$ cat config.mk
export PLATFORM = sky130hd
export DESIGN_NAME = rmii_tx_framer
export DESIGN_NICKNAME = d
export VERILOG_FILES = /design/src/rtl/rmii_tx_framer.sv
export SDC_FILE = /design/constraint.sdc
export NUM_CORES = 1
export LEC_CHECK = 0
export ABC_AREA = 0
export CORE_MARGIN = 2
export CORE_UTILIZATION = 50
export CTS_BUF_LIST = sky130_fd_sc_hd__clkbuf_2
export CTS_CLUSTER_DIAMETER = 120
export DETAILED_ROUTE_END_ITERATION = 12
export PLACE_DENSITY = 0.7
export SYNTH_ARGS = -nofsm -noshare
export SYNTH_HDL_FRONTEND = slang
export SYNTH_SLANG_ARGS = --single-unit
$ cat constraint.sdc
create_clock -name clk -period 3.3 [get_ports clk]
set_clock_uncertainty 0.15 [all_clocks]
set_input_delay 0.99 -clock clk [delete_from_list [all_inputs] [get_ports clk]]
set_output_delay 0.99 -clock clk [all_outputs]
set_load 0.02 [all_outputs]
$ cat src/rtl/rmii_tx_framer.sv
// RMII transmit framer: wraps a streamed payload in preamble, SFD, zero padding
// and a CRC-32 FCS, then serialises the frame two bits per 50 MHz clock.
module rmii_tx_framer #(
   parameter int PREAMBLE_BYTES  = 7,
   parameter int MIN_FRAME_BYTES = 60,
   parameter int IFG_CYCLES      = 48
) (
   input  logic       clk,
   input  logic       rst,
   input  logic [7:0] in_data,
   input  logic       in_valid,
   input  logic       in_last,
   output logic       in_ready,
   output logic       txen,
   output logic [1:0] txd,
   output logic       busy,
   output logic       frame_done,
   output logic       underflow
);

   typedef enum logic [2:0] {
      IDLE,
      PREAMBLE,
      SFD,
      DATA,
      PAD,
      FCS,
      IFG
   } state_t;

   localparam logic [10:0] PRE_LAST = 11'(PREAMBLE_BYTES - 1);
   localparam logic [10:0] MIN_CNT  = 11'(MIN_FRAME_BYTES);
   localparam logic [15:0] IFG_LAST = 16'(IFG_CYCLES - 1);
   localparam logic [31:0] CRC_INIT = 32'hFFFF_FFFF;
   localparam logic [31:0] CRC_POLY = 32'hEDB8_8320;
   localparam logic [7:0]  PRE_BYTE = 8'h55;
   localparam logic [7:0]  SFD_BYTE = 8'hD5;

   // Frame position: state plus which dibit of cur_byte is currently on txd.
   state_t      state, state_n;
   logic [1:0]  dcnt, dcnt_n;
   logic [7:0]  cur_byte, cur_byte_n;
   logic [10:0] byte_cnt, byte_cnt_n;
   logic [1:0]  fcs_cnt, fcs_cnt_n;
   logic [15:0] ifg_cnt, ifg_cnt_n;
   logic [31:0] crc, crc_n;
   logic        last_seen, last_seen_n;
   logic        txen_n;
   logic [1:0]  txd_n;
   logic        frame_done_n;

   logic        byte_end;
   logic [1:0]  dcnt_inc;
   logic        load_en;
   logic [7:0]  load_val;

   // Reflected CRC-32 advanced by one whole byte (LSB first on the wire).
   function automatic logic [31:0] crc_byte(input logic [31:0] c, input logic [7:0] b);
      logic [31:0] r;
      r = c ^ {24'h0, b};
      for (int i = 0; i < 8; i++) begin
         r = r[0] ? ((r >> 1) ^ CRC_POLY) : (r >> 1);
      end
      return r;
   endfunction

   // Next-state, next-output and handshake decode. Every byte boundary either
   // loads the next byte to send or leaves the transmitting states.
   always_comb begin
      state_n      = state;
      dcnt_n       = dcnt;
      cur_byte_n   = cur_byte;
      byte_cnt_n   = byte_cnt;
      fcs_cnt_n    = fcs_cnt;
      ifg_cnt_n    = ifg_cnt;
      crc_n        = crc;
      last_seen_n  = last_seen;
      txen_n       = txen;
      txd_n        = txd;
      frame_done_n = 1'b0;
      in_ready     = 1'b0;
      underflow    = 1'b0;
      load_en      = 1'b0;
      load_val     = 8'h00;
      byte_end     = (dcnt == 2'd3);
      dcnt_inc     = dcnt + 2'd1;

      if ((state inside {PREAMBLE, SFD, DATA, PAD, FCS}) && !byte_end) begin
         dcnt_n = dcnt_inc;
         txd_n  = cur_byte[{dcnt_inc, 1'b0} +: 2];
      end

      case (state)
         IDLE: begin
            txen_n = 1'b0;
            txd_n  = 2'b00;
            if (in_valid) begin
               state_n     = PREAMBLE;
               byte_cnt_n  = '0;
               crc_n       = CRC_INIT;
               last_seen_n = 1'b0;
               load_en     = 1'b1;
               load_val    = PRE_BYTE;
            end
         end

         PREAMBLE: begin
            if (byte_end) begin
               load_en = 1'b1;
               if (byte_cnt == PRE_LAST) begin
                  state_n  = SFD;
                  load_val = SFD_BYTE;
               end else begin
                  byte_cnt_n = byte_cnt + 11'd1;
                  load_val   = PRE_BYTE;
               end
            end
         end

         // Starvation right after the SFD is treated the same as mid-payload
         // starvation: the frame is abandoned without an FCS.
         SFD: begin
            if (byte_end) begin
               in_ready = 1'b1;
               if (in_valid) begin
                  state_n     = DATA;
                  load_en     = 1'b1;
                  load_val    = in_data;
                  crc_n       = crc_byte(crc, in_data);
                  byte_cnt_n  = 11'd1;
                  last_seen_n = in_last;
               end else begin
                  underflow = 1'b1;
                  state_n   = IFG;
                  ifg_cnt_n = '0;
                  txen_n    = 1'b0;
                  txd_n     = 2'b00;
               end
            end
         end

         DATA: begin
            if (byte_end) begin
               if (!last_seen) begin
                  in_ready = 1'b1;
                  if (in_valid) begin
                     load_en     = 1'b1;
                     load_val    = in_data;
                     crc_n       = crc_byte(crc, in_data);
                     byte_cnt_n  = (byte_cnt < MIN_CNT) ? byte_cnt + 11'd1 : byte_cnt;
                     last_seen_n = in_last;
                  end else begin
                     underflow = 1'b1;
                     state_n   = IFG;
                     ifg_cnt_n = '0;
                     txen_n    = 1'b0;
                     txd_n     = 2'b00;
                  end
               end else if (byte_cnt < MIN_CNT) begin
                  state_n    = PAD;
                  load_en    = 1'b1;
                  load_val   = 8'h00;
                  crc_n      = crc_byte(crc, 8'h00);
                  byte_cnt_n = byte_cnt + 11'd1;
               end else begin
                  state_n   = FCS;
                  load_en   = 1'b1;
                  load_val  = ~crc[7:0];
                  crc_n     = {8'hFF, crc[31:8]};
                  fcs_cnt_n = '0;
               end
            end
         end

         PAD: begin
            if (byte_end) begin
               load_en = 1'b1;
               if (byte_cnt < MIN_CNT) begin
                  load_val   = 8'h00;
                  crc_n      = crc_byte(crc, 8'h00);
                  byte_cnt_n = byte_cnt + 11'd1;
               end else begin
                  state_n   = FCS;
                  load_val  = ~crc[7:0];
                  crc_n     = {8'hFF, crc[31:8]};
                  fcs_cnt_n = '0;
               end
            end
         end

         // The CRC register is shifted down a byte at a time so its low byte
         // always holds the next (inverted) FCS byte.
         FCS: begin
            if (byte_end) begin
               if (fcs_cnt == 2'd3) begin
                  state_n      = IFG;
                  ifg_cnt_n    = '0;
                  txen_n       = 1'b0;
                  txd_n        = 2'b00;
                  frame_done_n = 1'b1;
               end else begin
                  load_en   = 1'b1;
                  load_val  = ~crc[7:0];
                  crc_n     = {8'hFF, crc[31:8]};
                  fcs_cnt_n = fcs_cnt + 2'd1;
               end
            end
         end

         IFG: begin
            txen_n = 1'b0;
            txd_n  = 2'b00;
            if (ifg_cnt == IFG_LAST) begin
               state_n = IDLE;
            end else begin
               ifg_cnt_n = ifg_cnt + 16'd1;
            end
         end

         default: begin
            state_n = IDLE;
            txen_n  = 1'b0;
            txd_n   = 2'b00;
         end
      endcase

      if (load_en) begin
         cur_byte_n = load_val;
         dcnt_n     = 2'd0;
         txen_n     = 1'b1;
         txd_n      = load_val[1:0];
      end
   end

   // State and registered RMII outputs; reset abandons any frame in flight.
   always_ff @(posedge clk) begin
      if (rst) begin
         state      <= IDLE;
         dcnt       <= '0;
         cur_byte   <= '0;
         byte_cnt   <= '0;
         fcs_cnt    <= '0;
         ifg_cnt    <= '0;
         crc        <= CRC_INIT;
         last_seen  <= 1'b0;
         txen       <= 1'b0;
         txd        <= 2'b00;
         frame_done <= 1'b0;
      end else begin
         state      <= state_n;
         dcnt       <= dcnt_n;
         cur_byte   <= cur_byte_n;
         byte_cnt   <= byte_cnt_n;
         fcs_cnt    <= fcs_cnt_n;
         ifg_cnt    <= ifg_cnt_n;
         crc        <= crc_n;
         last_seen  <= last_seen_n;
         txen       <= txen_n;
         txd        <= txd_n;
         frame_done <= frame_done_n;
      end
   end

   assign busy = (state != IDLE);

endmodule
# Word-level counts from Yosys, hierarchy flattened
# Cells that the tools add are included.
[classes]
n_addsub = 4
n_lt_le_gt_ge = 1
n_eq_ne = 34
shift = 1
n_mux = 120
bitwise_logic = 20
n_reduce_logical = 20
[ops]
columns = ["cell", "n"]
rows = [
  ["$mux 32", 25],
  ["$not 13->14", 16],
  ["$pmux 32 s5", 1],
  ["$mux 16", 7],
  ["$mux 11", 10],
  ["$mux 8", 10],
  ["$pmux 16 s4", 1],
  ["$pmux 11 s5", 1],
  ["$pmux 8 s6", 1],
  ["$mux 3", 13],
  ["$xor 32x8->32", 1],
  ["$mux 1", 28],
  ["$mux 2", 14],
  ["$ne 2x2->1 const B", 14],
  ["$pmux 3 s7", 1],
  ["$ne 3x3->1 const B", 6],
  ["$add 16x1->16 const B", 1],
  ["$eq 16x6->1 const B", 1],
  ["$reduce_bool 5->1", 3],
  ["$reduce_and 7->1", 2],
  ["$reduce_and 6->1", 2],
  ["$add 11x1->11 const B", 1],
  ["$eq 11x3->1 const B", 1],
  ["$lt 11x6->1 const B", 1],
  ["27 further kinds", 39],
]
[word_totals]
regBits = 79
in_bits = 12
out_inout_bits = 7
word_cells = 211

# Depth between registers and ports, before layout
# Gate-level depths: netlist of the first run.
[depth]
word_depth = 21
ltp_mapped = 10
mapped_depth_nobuf = 8

# Worst setup path after synthesis of the first run
# OpenSTA, ideal clock, no wires.
[synth_path]
path_type = "input to output"
start = "input in_valid"
end = "output underflow"
arrival_ns = 2.402
required_ns = 2.160
path_slack_ns = -0.242
stages = 5
path_buffers = 4
path_cell_list = "clkbuf_1 clkbuf_1 buf_1 clkbuf_1 nor3_1"
[synth_between]
elab_chain_cells = 4
word_cells_on_any_way = 5
cone_classes = "mux: 5"
[synth_rtl]
columns = ["item", "line", "rtl"]
rows = [
  ["start: declaration", "11", "input logic in_valid,"],
  ["$mux 1 *", "125, 146", ""],
  ["$mux 1", "144", "if (!last_seen) begin"],
  ["$mux 1", "143", "if (byte_end) begin"],
  ["$pmux 1 s2 *", "93", "case (state)"],
  ["end: declaration", "18", "output logic underflow"],
]
# Every way passes the cells marked *; elsewhere a longest branch is shown, timed or not.

# Final worst setup path of the first run
[layout_path]
start = "register dcnt[0]"
end = "output in_ready"
[layout_between]
elab_chain_cells = 3
word_cells_on_any_way = 4
cone_classes = "eq/ne: 1; mux: 3"
[layout_rtl]
columns = ["item", "line", "rtl"]
rows = [
  ["start: declaration", "41", "logic [1:0] dcnt, dcnt_n;"],
  ["start signal: assignment", "251", "dcnt <= dcnt_n;"],
  ["$eq 2x2->1 *", "85", "byte_end = (dcnt == 2'd3);"],
  ["$mux 1 (on tied branches)", "143, 123", ""],
  ["$pmux 1 s2 *", "93", ""],
  ["end: declaration", "13", "output logic in_ready,"],
]
# Marks and branches as above.

==> results.json, run 1 <==
{
  "min_path_type": "reg2reg",
  "synth_cell_types": 72,
  "worst_setup_path_start_kind": "flop",
  "die_h_um": 116,
  "h-tree-depth": 3,
  "ios": 19,
  "gp_routability_congestion": 1.02,
  "rsz0062_at_grt": "false",
  "combPwrFrac_pct": 60.8,
  "yosysWarnings": 0,
  "grt_start_max_net_pins": 46,
  "final_common_cell": "xnor2_1",
  "grtUsageTotal_pct": 30.5,
  "clock_sinks": 79,
  "final_cell_mix": "xnor2_1 (81), dfxtp_1 (77), nor2_1 (69)",
  "leakagePower_nw": 2.72,
  "fin_area_um2": 7040,
  "crit_path_max_fanout": 17,
  "tightest_slew_ns": 1.13,
  "routed_wl_um": 19900,
  "fmax_ghz": 0.316,
  "seq_area_frac_synth_pct": 25.1,
  "dpl_cell_area_um2": 6880,
  "syn_inst": 766,
  "r2r_slack_ns": 0.37,
  "critical_path_required_ns": 2.16,
  "cts_root_buffer": "clkbuf_2",
  "core_um2": 12200,
  "cts_tree": "done",
  "slew_headroom_pct": 24.3,
  "syn2layout_area_growth_pct": 12.0,
  "fill_cells": 1132,
  "rr_worst_depth": 6,
  "drive_above_1_share_pct": 13.0,
  "synth_ff_type": "dfxtp_1",
  "seqCellArea_um2": 1580,
  "avgSynthCellArea_um2": 8.21,
  "min_from": "cur_byte[0]",
  "viasPerCell": 6.37,
  "grt_pass1_vias": 6002,
  "grt_pass1_wl_um": 31500,
  "r2r_end": "cur_byte[5]",
  "period_share_pct": 96.0,
  "ant_nets": 0,
  "clockPowerShare_pct": 12.4,
  "status": "finished clean",
  "portBuffers": 18,
  "drv_cap": 0,
  "min_to": "cur_byte[0]",
  "antenna_found_initial": 0,
  "vias": 6149,
  "hold_viol": 0,
  "synth_edf_count": 0,
  "intPower_mw": 2.82,
  "wl_per_cell_um": 20.6,
  "cts_buffer_depth": 2,
  "finalSetupViolCount": 0,
  "rows": 40,
  "layout.cells.non_filler": 965,
  "detail_route.iter0.violations": 576,
  "finish.utilization_pct": 57.9,
  "clkTransAtPathRegs_ns": 0.23,
  "min_path_cells": 2,
  "cts_made_buffers": 9,
  "p_total_mw": 5.14,
  "drc": 0,
  "synthesis.area_um2": 6290,
  "dieArea_um2": 13500,
  "swShare_pct": 45.2,
  "hpwlAfterDp_um": 14500,
  "multi_input_area_um2": 4380,
  "clock_latency_ns": 0.61,
  "die_w_um": 116,
  "fin_ws_ns": 0.133,
  "dp_slack_ns": -0.0579,
  "async_flop_share_pct": 0,
  "period_needed_ns": 3.17,
  "dp_cells": 949,
  "overflow": 0,
  "power.density_nw_per_um2": 730,
  "cts_setup_buffers": 0,
  "slew_violations": 0,
  "initial_utilization_pct": 51.7,
  "drtPass1Iterations": 5,
  "r2r-start": "byte_cnt[7]",
  "p_switching_mw": 2.32,
  "ir_drop_mv": 0.403,
  "ys_ff_latch": 79,
  "critPathKind": "reg2out",
  "p_seq_share_pct": 26.8,
  "fin_nets": 809,
  "diodes": 0,
  "syn_nets": 783,
  "worstSetupEndpointType": "output port",
  "cp.arrival_ns": 2.03
}
cell usage after synthesis, types with 5 or more instances:
master,count,area (um^2)
a2111oi_0,9,78.8
a211o_1,6,52.6
a211oi_1,15,113
a21o_1,7,52.6
a21oi_1,55,275
a221o_1,6,60.1
a221oi_1,6,52.6
a22oi_1,5,37.5
a2bb2oi_1,6,52.6
a31oi_1,6,37.5
and2_1,7,43.8
and3_1,7,43.8
buf_2,17,85.1
clkbuf_1,45,169
dfxtp_1,79,1580
ha_1,5,62.6
inv_1,18,67.6
mux2i_1,9,90.1
nand2_1,37,139
nand2b_1,10,62.6
nand3_1,20,100
nand4_1,13,81.3
nor2_1,69,259
nor3_1,14,70.1
nor4_1,14,87.6
o211ai_1,10,75.1
o21ai_0,35,175
o21bai_1,6,45.0
o22ai_1,10,62.6
or3_1,8,50.1
or4_1,6,45.0
xnor2_1,81,709
xnor3_1,15,338
xor2_1,36,315
power groups by stage:
stage | Sequential (mW) | Combinational (mW) | Clock, mW
after floorplan | 1.25 | 2.31 | 0
after global placement | 1.38 | 3.02 | 0
after detailed placement | 1.39 | 3.04 | 0
after CTS | 1.37 | 3.07 | 0.648
after global routing | 1.39 | 3.35 | 0.679
final | 1.38 | 3.13 | 0.638
routing by layer:
layer	wire (um)	global-route usage, %
met1	8040	38.8
met2	9210	49.2
met3	1700	6.23
met4	929	15.6
met5	0	0
worst max-delay path: stages (launching register included):
cell	delay, ns
dfxtp_2	0.43
ha_1	0.22
buf_6	0.20
nand2_1	0.14
inv_1	0.12
clkdlybuf4s15_1	0.30
flip-flops by register name, indices dropped and copies added (netlist names):
name and flops:
cur_byte 8, frame_done 1, txd 2, dcnt 2, last_seen 1, txen 1, byte_cnt 11, ifg_cnt 16
state 3, crc 32, fcs_cnt 2
per-stage QoR:
step	hold WS (ns)	TNS [ns]
after floorplan	0.270	0
after global placement	0.284	-0.213
after detailed placement	0.300	-0.130
after CTS	0.339	0
after global routing	0.365	0
final	0.335	0
timing repair:
item                       4_1_cts  5_1_grt
hold buffers                     0        0
resized for setup                6        5
setup endpoints to repair        3        2
layout make-up:
class | instances | share of cell area (%)
clock buffer | 9 | 0.640
sequential | 79 | 22.5
clock inverter | 7 | 1.37
multi-input combinational | 603 | 62.3
tap | 168 | 2.99
timing repair buffer | 79 | 9.17
inverter | 20 | 1.08
kinds of logic after synthesis:
| logic type | count (synthesis) | synth area share, % |
|---|---|---|
| AND/OR/NAND/NOR | 229 | 19.0 |
| AO/OA/AOI/OAI | 221 | 24.4 |
| XOR/XNOR | 136 | 22.8 |
| buffers and inverters | 84 | 5.35 |
| flip-flops | 79 | 25.1 |
| multiplexers | 12 | 2.33 |
| adder cells (fa/ha/maj) | 5 | 0.995 |
worst max-delay path by stage:
stage / from / end / slack [ns] / cells after the start
2_1_floorplan: in_valid / underflow / 0.01 / 5
4_1_cts: dcnt[0] / in_ready / 0.03 / 5
5_1_grt: dcnt[0] / in_ready / 0.03 / 5
6_report: dcnt[0] / in_ready / 0.13 / 5
3_3_place_gp: in_data[1] / crc[14] / -0.07 / 9
3_5_place_dp: in_data[1] / crc[18] / -0.06 / 8
Note: power is estimated with default switching activity, not from simulation.
==> run 2: changes to the inputs <==
--- a/config.mk
+++ b/config.mk
@@ -11,6 +11,7 @@
 export CTS_BUF_LIST = sky130_fd_sc_hd__clkbuf_2
 export CTS_CLUSTER_DIAMETER = 120
 export DETAILED_ROUTE_END_ITERATION = 12
+export GPL_TIMING_DRIVEN = 0
 export PLACE_DENSITY = 0.7
 export SYNTH_ARGS = -nofsm -noshare
 export SYNTH_HDL_FRONTEND = slang
==> constraint.sdc (replaced) <==
create_clock -name clk -period 2.7 [get_ports clk]
set_clock_uncertainty 0.15 [all_clocks]
set_input_delay 0.81 -clock clk [delete_from_list [all_inputs] [get_ports clk]]
set_output_delay 0.81 -clock clk [all_outputs]
set_load 0.02 [all_outputs]
==> results.json, run 2 (synthesis gave the netlist of run 1 again) <==
{
  "ir_drop_mv": 0.409,
  "drv_cap": 0,
  "grt_pass1_wl_um": 34600,
  "drtPass1Iterations": 9,
  "rows": 40,
  "viasPerCell": 6.53,
  "die_w_um": 116,
  "period_share_pct": 100,
  "grt_start_max_net_pins": 15,
  "diodes": 0,
  "wl_per_cell_um": 23.2,
  "drc": 1,
  "grt_pass1_vias": 5907,
  "grtUsageTotal_pct": 34.2,
  "overflow": 0,
  "cts_made_buffers": 9,
  "initial_utilization_pct": 51.7,
  "layout.cells.non_filler": 991,
  "cp.arrival_ns": 1.74,
  "dieArea_um2": 13500,
  "critPathMaxStageDelay_ns": 0.21,
  "hpwlAfterDp_um": 15800,
  "finalSetupViolCount": 1,
  "detail_route.iter0.violations": 914,
  "core_um2": 12200,
  "cts_root_buffer": "clkbuf_2",
  "period_needed_ns": 2.70,
  "failed_checks": "design-rule violations, negative setup slack",
  "critical_path_required_ns": 1.74,
  "fin_ws_ns": -0.000858,
  "worstSetupEndpointType": "output port",
  "crit_path_max_fanout": 10,
  "clock_sinks": 79,
  "min_path_type": "reg2reg",
  "dp_slack_ns": -1.83,
  "power.density_nw_per_um2": 864,
  "hold_viol": 0,
  "regMostFlops": "crc",
  "final_common_cell": "xnor2_1",
  "hold_slack_ns": 0.340,
  "leakagePower_nw": 2.92,
  "largest_register_ffs": 32,
  "cp_slowest_cell": "nor3_4",
  "syn2layout_area_growth_pct": 20.9,
  "portBuffers": 14,
  "path_cells": "buf_6 > buf_12 > buf_12 > clkbuf_16 > nor3_4 > buf_6",
  "critPathKind": "in2out",
  "ant_nets": 0,
  "slew_headroom_pct": 21.6,
  "clkTransAtPathRegs_ns": 0.21,
  "tightest_slew_ns": 1.17,
  "cts_tree": "done",
  "antenna_found_initial": 0,
  "slew_violations": 0,
  "cts_buffer_depth": 2,
  "drive_above_1_share_pct": 20.8,
  "status": "finished, violations left",
  "worst_setup_path_start_kind": "input pin",
  "ios": 19,
  "vias": 6475,
  "largestRegisters": "crc: 32 flops, ifg_cnt: 16 flops, byte_cnt: 11 flops",
  "clock_latency_ns": 0.64,
  "fmax_ghz": 0.370,
  "fin_nets": 835,
  "dp_cells": 948,
  "rsz0062_at_grt": "true",
  "routed_wl_um": 23000,
  "gp_routability_congestion": 1.00,
  "die_h_um": 116,
  "h-tree-depth": 3,
  "final_cell_mix": "xnor2_1 (72), dfxtp_1 (69), nor2_1 (67)",
  "p_total_mw": 6.56
}
-- run 2: cell count changes in the layout (fill, tap and decap cells not counted), sizes merged --
cell / previous run / this run
buf: 62 / 64
dlygate4sd2: 1 / 0
clkdlybuf4s50: 14 / 9
dlymetal6s2s: 1 / 2
clkdlybuf4s15: 1 / 0
clkbuf: 9 / 39
bufinv: 2 / 1
inv: 19 / 20
-- run 2: what timing repair did --
action,4_1_cts,5_1_grt
buffers inserted,12,30
pin swaps,8,15
hold buffers,0,0
resized for setup,111,64
setup endpoints to repair,79,63
-- run 2: worst max-delay path: cells and delay by family --
kind	cells	cell delay [ns]
simple gates	1	0.21
buf+inv	5	0.71
-- run 2: metal layers --
layer  vias to the layer above  wire length, um  global-route usage [%]
li1                       2901                -                       -
met1                      3057             9380                    45.7
met2                       421            10300                    53.5
met3                        96             2150                    6.85
met4                         0             1140                    15.9
met5                         -                0                       0
-- run 2: through the flow --
stage               util (%)  area [um^2]  setup TNS, ns
floorplan                  -         6320         -0.205
global placement        54.9         6670         -56.97
detailed placement      54.9         6670         -57.52
CTS                     59.4         7220         -0.293
global route            62.5         7600         -0.220
finish                  62.5         7600      -0.000858
-- run 2: power breakdown --
| group | switching (mW) | internal [mW] | total, mW |
|---|---|---|---|
| logic | 2.37 | 1.86 | 4.23 |
| clock network | 0.494 | 0.214 | 0.708 |
| registers | 0.260 | 1.37 | 1.63 |
| total | 3.12 | 3.44 | 6.56 |
-- run 2: layout make-up --
class | count | area (um^2)
clock buffers | 9 | 45.0
clock inverters | 7 | 71.3
fillers | 1076 | 4560
multi-input cells | 603 | 4750
well taps | 168 | 210
flip-flops and latches | 79 | 1610
inverters | 20 | 81.3
repair buffers | 56 | 478
plain buffers | 49 | 352
-- run 2: final timing paths --
| kind | startpoint | to | slack, ns | cells past startpoint |
|---|---|---|---|---|
| worst min register to register | cur_byte[0] | cur_byte[0] | 0.34 | 2 |
| worst min-delay path | cur_byte[0] | cur_byte[0] | 0.34 | 2 |
| worst max-delay path | in_valid | underflow | -0.0009 | 6 |
| worst max register to register | byte_cnt[10] | byte_cnt[7] | 0.04 | 8 |
==> run 3: changes to the inputs <==
--- a/config.mk
+++ b/config.mk
@@ -12,7 +12,7 @@
 export CTS_CLUSTER_DIAMETER = 120
 export DETAILED_ROUTE_END_ITERATION = 12
 export GPL_TIMING_DRIVEN = 0
-export PLACE_DENSITY = 0.7
+export PLACE_DENSITY = 0.67
 export SYNTH_ARGS = -nofsm -noshare
 export SYNTH_HDL_FRONTEND = slang
 export SYNTH_SLANG_ARGS = --single-unit
==> constraint.sdc (replaced) <==
create_clock -name clk -period 2.75 [get_ports clk]
set_clock_uncertainty 0.15 [all_clocks]
set_input_delay 0.825 -clock clk [delete_from_list [all_inputs] [get_ports clk]]
set_output_delay 0.825 -clock clk [all_outputs]
set_load 0.02 [all_outputs]
==> results.json, run 3 (synthesis gave the netlist of run 1 again) <==
{
  "slew_violations": 0,
  "min_path_cells": 2,
  "dieArea_um2": 13500,
  "cts_root_buffer": "clkbuf_2",
  "cpLargestDelayFamily": "compound AO/OA/AOI/OAI gates",
  "fin_ws_ns": -0.0597,
  "antenna_found_initial": 0,
  "clock_sinks": 79,
  "grt_start_max_net_pins": 16,
  "diodes": 0,
  "grtUsageTotal_pct": 34.6,
  "regMostFlops": "crc",
  "grt_pass1_wl_um": 35000,
  "rsz0062_at_grt": "true",
  "core_um2": 12200,
  "gp_routability_congestion": 0.999,
  "worstSetupEndpointType": "flop",
  "routed_wl_um": 23500,
  "r2r_end": "crc[0]",
  "die_h_um": 116,
  "cts_made_buffers": 9,
  "fin_area_um2": 7620,
  "ios": 19,
  "critPathKind": "reg2reg",
  "drtPass1Iterations": 6,
  "clock_latency_ns": 0.65,
  "r2r_slack_ns": -0.06,
  "overflow": 0,
  "syn2layout_area_growth_pct": 21.2,
  "final_common_cell": "xnor2_1",
  "slew_headroom_pct": 30.9,
  "min_to": "cur_byte[1]",
  "dpl_cell_area_um2": 6680,
  "status": "finished, violations left",
  "portBuffers": 14,
  "period_needed_ns": 2.81,
  "drive_above_1_share_pct": 19.5,
  "min_from": "cur_byte[1]",
  "clkTransAtPathRegs_ns": 0.24,
  "leakagePower_nw": 2.91,
  "rr_worst_depth": 8,
  "multi_input_area_um2": 4730,
  "power.density_nw_per_um2": 858,
  "largest_register_ffs": 32,
  "initial_utilization_pct": 51.7,
  "viasPerCell": 6.56,
  "wl_per_cell_um": 23.5,
  "path_cells": "or4_4 > buf_6 > buf_12 > nor3_2 > nand2_1 > a211o_1 > a2111oi_1 > o21bai_1",
  "critPathMaxStageDelay_ns": 0.53,
  "h-tree-depth": 3,
  "rows": 40,
  "cts_tree": "done",
  "cp_slowest_cell": "or4_4",
  "final_cell_mix": "xnor2_1 (77), dfxtp_1 (71), nor2_1 (67)",
  "drc": 0,
  "detail_route.iter0.violations": 714,
  "drv_cap": 0,
  "cts_buffer_depth": 2,
  "finish.utilization_pct": 62.7,
  "fin_nets": 843,
  "fmax_ghz": 0.356,
  "fill_cells": 1126,
  "path_buf_inv": 2,
  "ant_nets": 0,
  "largestRegisters": "crc: 32 flops, ifg_cnt: 16 flops, byte_cnt: 11 flops",
  "vias": 6556,
  "grt_pass1_vias": 6201,
  "seqCellArea_um2": 1600,
  "finalSetupViolCount": 2,
  "cp.arrival_ns": 3.19,
  "hpwlAfterDp_um": 16100,
  "tightest_slew_ns": 1.03,
  "worst_setup_path_start_kind": "flop",
  "critical_path_required_ns": 3.13,
  "period_share_pct": 102,
  "r2r-start": "byte_cnt[7]",
  "ir_drop_mv": 0.346,
  "die_w_um": 116,
  "failed_checks": "negative setup slack",
  "min_path_type": "reg2reg",
  "hold_viol": 0,
  "crit_path_max_fanout": 4
}
-- run 3: cell types whose count changed in the layout (fill, tap and decap cells not counted), sizes merged --
cell and change:
dlygate4sd2 +1, inv +3, clkinvlp -2, buf +5
o211ai +1, clkdlybuf4s50 -1, dlymetal6s2s -1, clkbuf +3
clkinv -1
-- run 3: worst max-delay path by stage --
stage / startpoint / endpoint / depth (start not counted)
2_1_floorplan: in_valid / underflow / 5
3_5_place_dp: in_valid / underflow / 7
5_1_grt: byte_cnt[7] / crc[0] / 8
3_3_place_gp: in_valid / underflow / 7
6_report: byte_cnt[7] / crc[0] / 8
4_1_cts: state[2] / underflow / 6
-- run 3: stage by stage --
stage	instances	power [mW]	setup TNS (ns)	worst slack, ns	hold slack, ns
after global routing	999	6.82	-0.188	-0.0491	0.369
after detailed placement	948	5.21	-55.93	-1.86	0.308
final	999	6.54	-0.0692	-0.0597	0.334
after floorplan	766	4.27	-0.151	-0.0911	0.270
after global placement	948	5.18	-54.65	-1.83	0.293
after CTS	972	6.18	-0.143	-0.143	0.337
-- run 3: worst reg2reg max path: stages, from the launching register on --
cell       delay (ns)
dfxtp_4          0.41
or4_4            0.53
buf_6            0.15
buf_12           0.12
nor3_2           0.23
nand2_1          0.16
a211o_1          0.35
a2111oi_1        0.53
o21bai_1         0.10
-- run 3: layout make-up --
class                   count  area share (%)
clock inverters             7            1.03
repair buffers             59            6.60
multi-input cells         604            62.1
inverters                  20            1.03
plain buffers              53            4.89
flip-flops and latches     79            21.0
clock buffers               9           0.591
well taps                 168            2.76
-- run 3: repair_timing --
item	in CTS	in global routing
pin swaps	5	10
resized for setup	101	63
hold buffers	0	0
gates cloned	0	1
endpoints found under the setup margin	77	65
setup buffers	12	33
-- run 3: per-layer routing --
| metal | track usage (%) | up-vias | part of all wire (%) |
|---|---|---|---|
| li1 | - | 2909 | - |
| met1 | 45.9 | 3131 | 40 |
| met2 | 55.5 | 423 | 46 |
| met3 | 6.12 | 93 | 9.5 |
| met4 | 15.6 | 0 | 4.3 |
| met5 | 0 | - | 0 |
-- run 3: where the power goes --
group / internal [mW] / total (mW) / leakage [nW] / switching, mW
Sequential: 1.34 / 1.61 / 0.648 / 0.265
Combinational: 1.85 / 4.19 / 2.19 / 2.34
Clock: 0.227 / 0.739 / 0.0782 / 0.512
